--- config.mk ---
export PLATFORM = sky130hd
export DESIGN_NAME = spi_flash_reader
export DESIGN_NICKNAME = d
export VERILOG_FILES = /design/src/rtl/spi_flash_reader.sv
export SDC_FILE = /design/constraint.sdc
export NUM_CORES = 1
export LEC_CHECK = 0
export ABC_CLOCK_PERIOD_IN_PS = 4700
export BUFFER_PORTS_ARGS = -buffer_cell sky130_fd_sc_hd__buf_4
export CAP_MARGIN = 5
export CORE_AREA = 2 2 115 72
export CTS_CLUSTER_DIAMETER = 100
export DETAILED_ROUTE_END_ITERATION = 7
export DIE_AREA = 0 0 117 74
export GPL_ROUTABILITY_DRIVEN = 0
export PLACE_DENSITY = 0.83
export SETUP_SLACK_MARGIN = 0.1
export SLEW_MARGIN = 30
export SYNTH_ARGS = -nofsm -noshare
export SYNTH_HDL_FRONTEND = slang
export SYNTH_SLANG_ARGS = --single-unit
--- constraint.sdc ---
create_clock -name clk -period 4.7 [get_ports clk]
set_clock_uncertainty 0.1 [all_clocks]
set_input_delay 0.94 -clock clk [delete_from_list [all_inputs] [get_ports clk]]
set_output_delay 0.94 -clock clk [all_outputs]
set_load 0.005 [all_outputs]
--- src/rtl/spi_flash_reader.sv ---
// Fetches one 32-bit little-endian word from a SPI NOR flash (mode 0, clk/2) per rstrb.
// Optional macro SPI_FLASH_FASTREAD_EN selects command 0x0B with 8 dummy SPI clocks.
module spi_flash_reader #(
  parameter int ADDR_WIDTH = 20
) (
  input  logic                  clk,
  input  logic                  RESET,
  input  logic                  rstrb,
  input  logic [ADDR_WIDTH-1:0] word_address,
  output logic [31:0]           rdata,
  output logic                  rbusy,
  output logic                  spi_cs_n,
  output logic                  spi_clk,
  output logic                  spi_mosi,
  input  logic                  spi_miso
);

`ifdef SPI_FLASH_FASTREAD_EN
  localparam logic [7:0] CMD = 8'h0B;
  typedef enum logic [2:0] {IDLE, SEND, DUMMY, RECV, DONE} state_t;
`else
  localparam logic [7:0] CMD = 8'h03;
  typedef enum logic [2:0] {IDLE, SEND, RECV, DONE} state_t;
`endif

  state_t      state_reg, state_next;
  logic [31:0] shift_reg, shift_next;
  logic [31:0] rx_reg, rx_next;
  logic [5:0]  bit_cnt_reg, bit_cnt_next;
  logic        phase_reg, phase_next;
  logic        cs_n_reg, cs_n_next;
  logic        sclk_reg, sclk_next;
  logic        mosi_reg, mosi_next;
  logic        busy_reg, busy_next;
  logic [31:0] rdata_reg, rdata_next;

  logic [23:0] byte_addr;
  logic [31:0] frame;
  logic        bit_last;

  // Byte address is the word address times four, zero-padded or truncated to 24 bits.
  generate
    if (ADDR_WIDTH >= 22) begin : g_addr_trunc
      assign byte_addr = {word_address[21:0], 2'b00};
    end else begin : g_addr_pad
      assign byte_addr = {{(22 - ADDR_WIDTH){1'b0}}, word_address, 2'b00};
    end
  endgenerate

  assign frame    = {CMD, byte_addr};
  assign bit_last = (bit_cnt_reg == 6'd1);

  always_ff @(posedge clk or negedge RESET) begin
    if (!RESET) begin
      state_reg   <= IDLE;
      shift_reg   <= '0;
      rx_reg      <= '0;
      bit_cnt_reg <= '0;
      phase_reg   <= 1'b0;
      cs_n_reg    <= 1'b1;
      sclk_reg    <= 1'b0;
      mosi_reg    <= 1'b0;
      busy_reg    <= 1'b0;
      rdata_reg   <= '0;
    end else begin
      state_reg   <= state_next;
      shift_reg   <= shift_next;
      rx_reg      <= rx_next;
      bit_cnt_reg <= bit_cnt_next;
      phase_reg   <= phase_next;
      cs_n_reg    <= cs_n_next;
      sclk_reg    <= sclk_next;
      mosi_reg    <= mosi_next;
      busy_reg    <= busy_next;
      rdata_reg   <= rdata_next;
    end
  end

  always_comb begin
    state_next   = state_reg;
    shift_next   = shift_reg;
    rx_next      = rx_reg;
    bit_cnt_next = bit_cnt_reg;
    phase_next   = phase_reg;
    cs_n_next    = cs_n_reg;
    sclk_next    = sclk_reg;
    mosi_next    = mosi_reg;
    busy_next    = busy_reg;
    rdata_next   = rdata_reg;

    case (state_reg)
      IDLE: begin
        if (rstrb) begin
          state_next   = SEND;
          cs_n_next    = 1'b0;
          busy_next    = 1'b1;
          sclk_next    = 1'b0;
          phase_next   = 1'b0;
          mosi_next    = frame[31];
          shift_next   = {frame[30:0], 1'b0};
          bit_cnt_next = 6'd32;
        end
      end

      SEND: begin
        if (!phase_reg) begin
          sclk_next  = 1'b1;
          phase_next = 1'b1;
        end else begin
          // End of a high phase: the next bit goes out as spi_clk drops.
          sclk_next  = 1'b0;
          phase_next = 1'b0;
          if (bit_last) begin
            mosi_next = 1'b0;
`ifdef SPI_FLASH_FASTREAD_EN
            state_next   = DUMMY;
            bit_cnt_next = 6'd8;
`else
            state_next   = RECV;
            bit_cnt_next = 6'd32;
`endif
          end else begin
            mosi_next    = shift_reg[31];
            shift_next   = {shift_reg[30:0], 1'b0};
            bit_cnt_next = bit_cnt_reg - 6'd1;
          end
        end
      end

`ifdef SPI_FLASH_FASTREAD_EN
      DUMMY: begin
        mosi_next = 1'b0;
        if (!phase_reg) begin
          sclk_next  = 1'b1;
          phase_next = 1'b1;
        end else begin
          sclk_next  = 1'b0;
          phase_next = 1'b0;
          if (bit_last) begin
            state_next   = RECV;
            bit_cnt_next = 6'd32;
          end else begin
            bit_cnt_next = bit_cnt_reg - 6'd1;
          end
        end
      end
`endif

      RECV: begin
        mosi_next = 1'b0;
        if (!phase_reg) begin
          sclk_next  = 1'b1;
          phase_next = 1'b1;
        end else begin
          sclk_next  = 1'b0;
          phase_next = 1'b0;
          rx_next    = {rx_reg[30:0], spi_miso};
          if (bit_last) begin
            state_next   = DONE;
            bit_cnt_next = 6'd0;
          end else begin
            bit_cnt_next = bit_cnt_reg - 6'd1;
          end
        end
      end

      DONE: begin
        // First received byte sits in rx_reg[31:24]; it belongs in rdata[7:0].
        state_next = IDLE;
        cs_n_next  = 1'b1;
        sclk_next  = 1'b0;
        mosi_next  = 1'b0;
        busy_next  = 1'b0;
        rdata_next = {rx_reg[7:0], rx_reg[15:8], rx_reg[23:16], rx_reg[31:24]};
      end

      default: state_next = IDLE;
    endcase
  end

  assign rdata    = rdata_reg;
  assign rbusy    = busy_reg;
  assign spi_cs_n = cs_n_reg;
  assign spi_clk  = sclk_reg;
  assign spi_mosi = mosi_reg;

endmodule

==> qor.yml <==
fin_nets: 412
yosysUniqueCellTypes: 38
yosysSeqAreaShare: 0.576
vias_per_cell: 5.49
initial_core_util: 0.602
io_pins: 60
syn_area_per_cell_um2: 14.3
critPathMaxStageDelay_ns: 0.66
max-cap-violations: 0
hpwl_mm: 5.38
slew_viol_final: 0
totalPowerFinal_w: 0.00171
drt_wl_total_mm: 8.31
tns_ns: 0
worst_path_max_delay_cell: "a211oi_2"
timing.hold.ws_ns: 0.405
fin_util: 0.708
core_area_um2: 7660
path_delay_family: "compound AO/OA/AOI/OAI gates"
syn_to_final_growth_pct: 17.6
synth_top_area_frac: 0.570
hold_violations: 0
finalSetupViolations: 0
synth_common_cells: "dfrtp_1 (105), mux2_2 (84), mux2_4 (18)"
yosys.area.top_type: "dfrtp_1"
cp-end-kind: "flop"
grt-ovfl-total: 0
cts.repair_timing.setup_buffer_count: 0
layout-drive-gt1-share: 0.483
cts_buffers: 9
synth-edff-count: 0
fin_area_um2: 5420
drc_errors: 0
hp-class: "reg2reg"
synth.top_cells.by_area: "dfrtp_1 (57%), mux2_2 (21%), mux2_4 (5.9%)"
synth_fp_nets: 355
clock_sinks: 106
grt_max_degree: 88
async_flop_share: 1.00
rows: 25
slew-limit-headroom: 0.342
synth.most_common_cell: "dfrtp_1"
ir_drop_mv: 0.210
path_buf_inv: 1
htreeDepth: 3
syn_inst: 323
arrival_ns: 3.06
wl_per_cell_um: 16.8
synth_warnings: 0
drtIter0Drc: 138
syn_area_um2: 4610
hold_buffers: 0
fp.dieH_um: 74
chipWidth_um: 117
powerDensity_nw_per_um2: 315
min_period_ns: 2.93
status: "finished, final reports clean"
start_kind: "flop"
ys_dominant_reg_cell: "dfrtp_1"
dieArea_um2: 8660
clk_latency_ns: 0.35
vias: 2708
antenna_found_initial: 0
ant_nets: 0
grt_use_total: 0.212
path_clk_slew_ns: 0.08
worst_pin_slew_ns: 0.975
cp.required_ns: 4.83
dr.pass1.iters: 4
p_leak_nw: 2.81
port_buffers: 59
clock_path_buffers: 2
cp_cell_sequence: "inv_1, ha_1, and2b_1, a211oi_2, a31o_4, mux2_2"
rsz0062_at_grt: "false"
cts_tree: "built"
grt_pass1_wl_mm: 13.9
cts_root_buffer: "clkbuf_16"
grt_pass1_vias: 2754
worst-path-max-fanout: 21
cts_resized: 0
critPathKind: "reg2reg"
dpl_cell_area_um2: 5120
antenna_cells: 0
fmax_mhz: 341
synth_seq_cells: 106
period_share: 0.624
report_power, final:
part	switching [W]	total, W	internal [W]
clock	0.000340	0.000756	0.000416
sequential	0.00000142	0.000915	0.000913
combinational	0.0000206	0.0000356	0.0000151
total	0.000362	0.00171	0.00134
metrics by stage:
step	cells	setup WS (ns)
global route	493	1.57
CTS	493	1.77
global placement	477	1.79
finish	493	1.77
floorplan	323	2.46
detailed placement	477	1.68
placed cells by master (no fill, tap or decap), types with 2 or more instances in the layout:
master / Yosys / final
a21oi_1: 7 / 7
nand2b_1: 3 / 3
nand3_1: 3 / 3
o21bai_1: 2 / 2
a31oi_1: 2 / 2
a22o_1: 7 / 7
o22ai_1: 4 / 4
mux2_4: 18 / 18
clkinvlp_4: 0 / 3
or3_1: 3 / 3
nand2_1: 10 / 10
buf_4: 1 / 62
o21ai_0: 11 / 11
clkbuf_16: 0 / 9
nor2_1: 9 / 9
dfrtp_1: 105 / 105
ha_1: 8 / 8
mux2i_1: 2 / 2
mux2_2: 84 / 84
inv_1: 12 / 12
layout make-up:
cell class | instances | area (um^2)
multi-input cells | 188 | 1810
repair buffers | 63 | 477
well taps | 108 | 135
clock buffers | 9 | 225
flip-flops and latches | 106 | 2650
clock inverters | 7 | 77.6
fillers | 534 | 2240
inverters | 12 | 45.0
cell families after synthesis:
kind of cell | Yosys count | share of synthesized area
flip-flops | 106 | 0.576
AND/OR/NAND/NOR | 32 | 0.0345
buffers and inverters | 29 | 0.0320
multiplexers | 104 | 0.268
AO/OA/AOI/OAI | 44 | 0.0681
adder cells (fa/ha/maj) | 8 | 0.0217
routing by layer:
layer  vias to the layer above  track usage  part of all wire
met3                        16       0.0595             0.036
met2                        58        0.323              0.47
met4                         0       0.0758             0.015
met5                         -            0                 0
li1                       1263            -                 -
met1                      1371        0.299              0.48
final timing paths:
kind,from,end,slack [ns],cells after the start
setup / recovery,state_reg[0],shift_reg[4],1.77,6
hold / removal,shift_reg[23],shift_reg[23],0.40,1
setup reg to reg,state_reg[0],shift_reg[4],1.77,6
hold reg to reg,shift_reg[23],shift_reg[23],0.40,1
max in group asynchronous,RESET,spi_cs_n,3.13,2
min in group asynchronous,RESET,rx_reg[0],0.55,1
No activity file was read; power rests on OpenSTA's default activity.
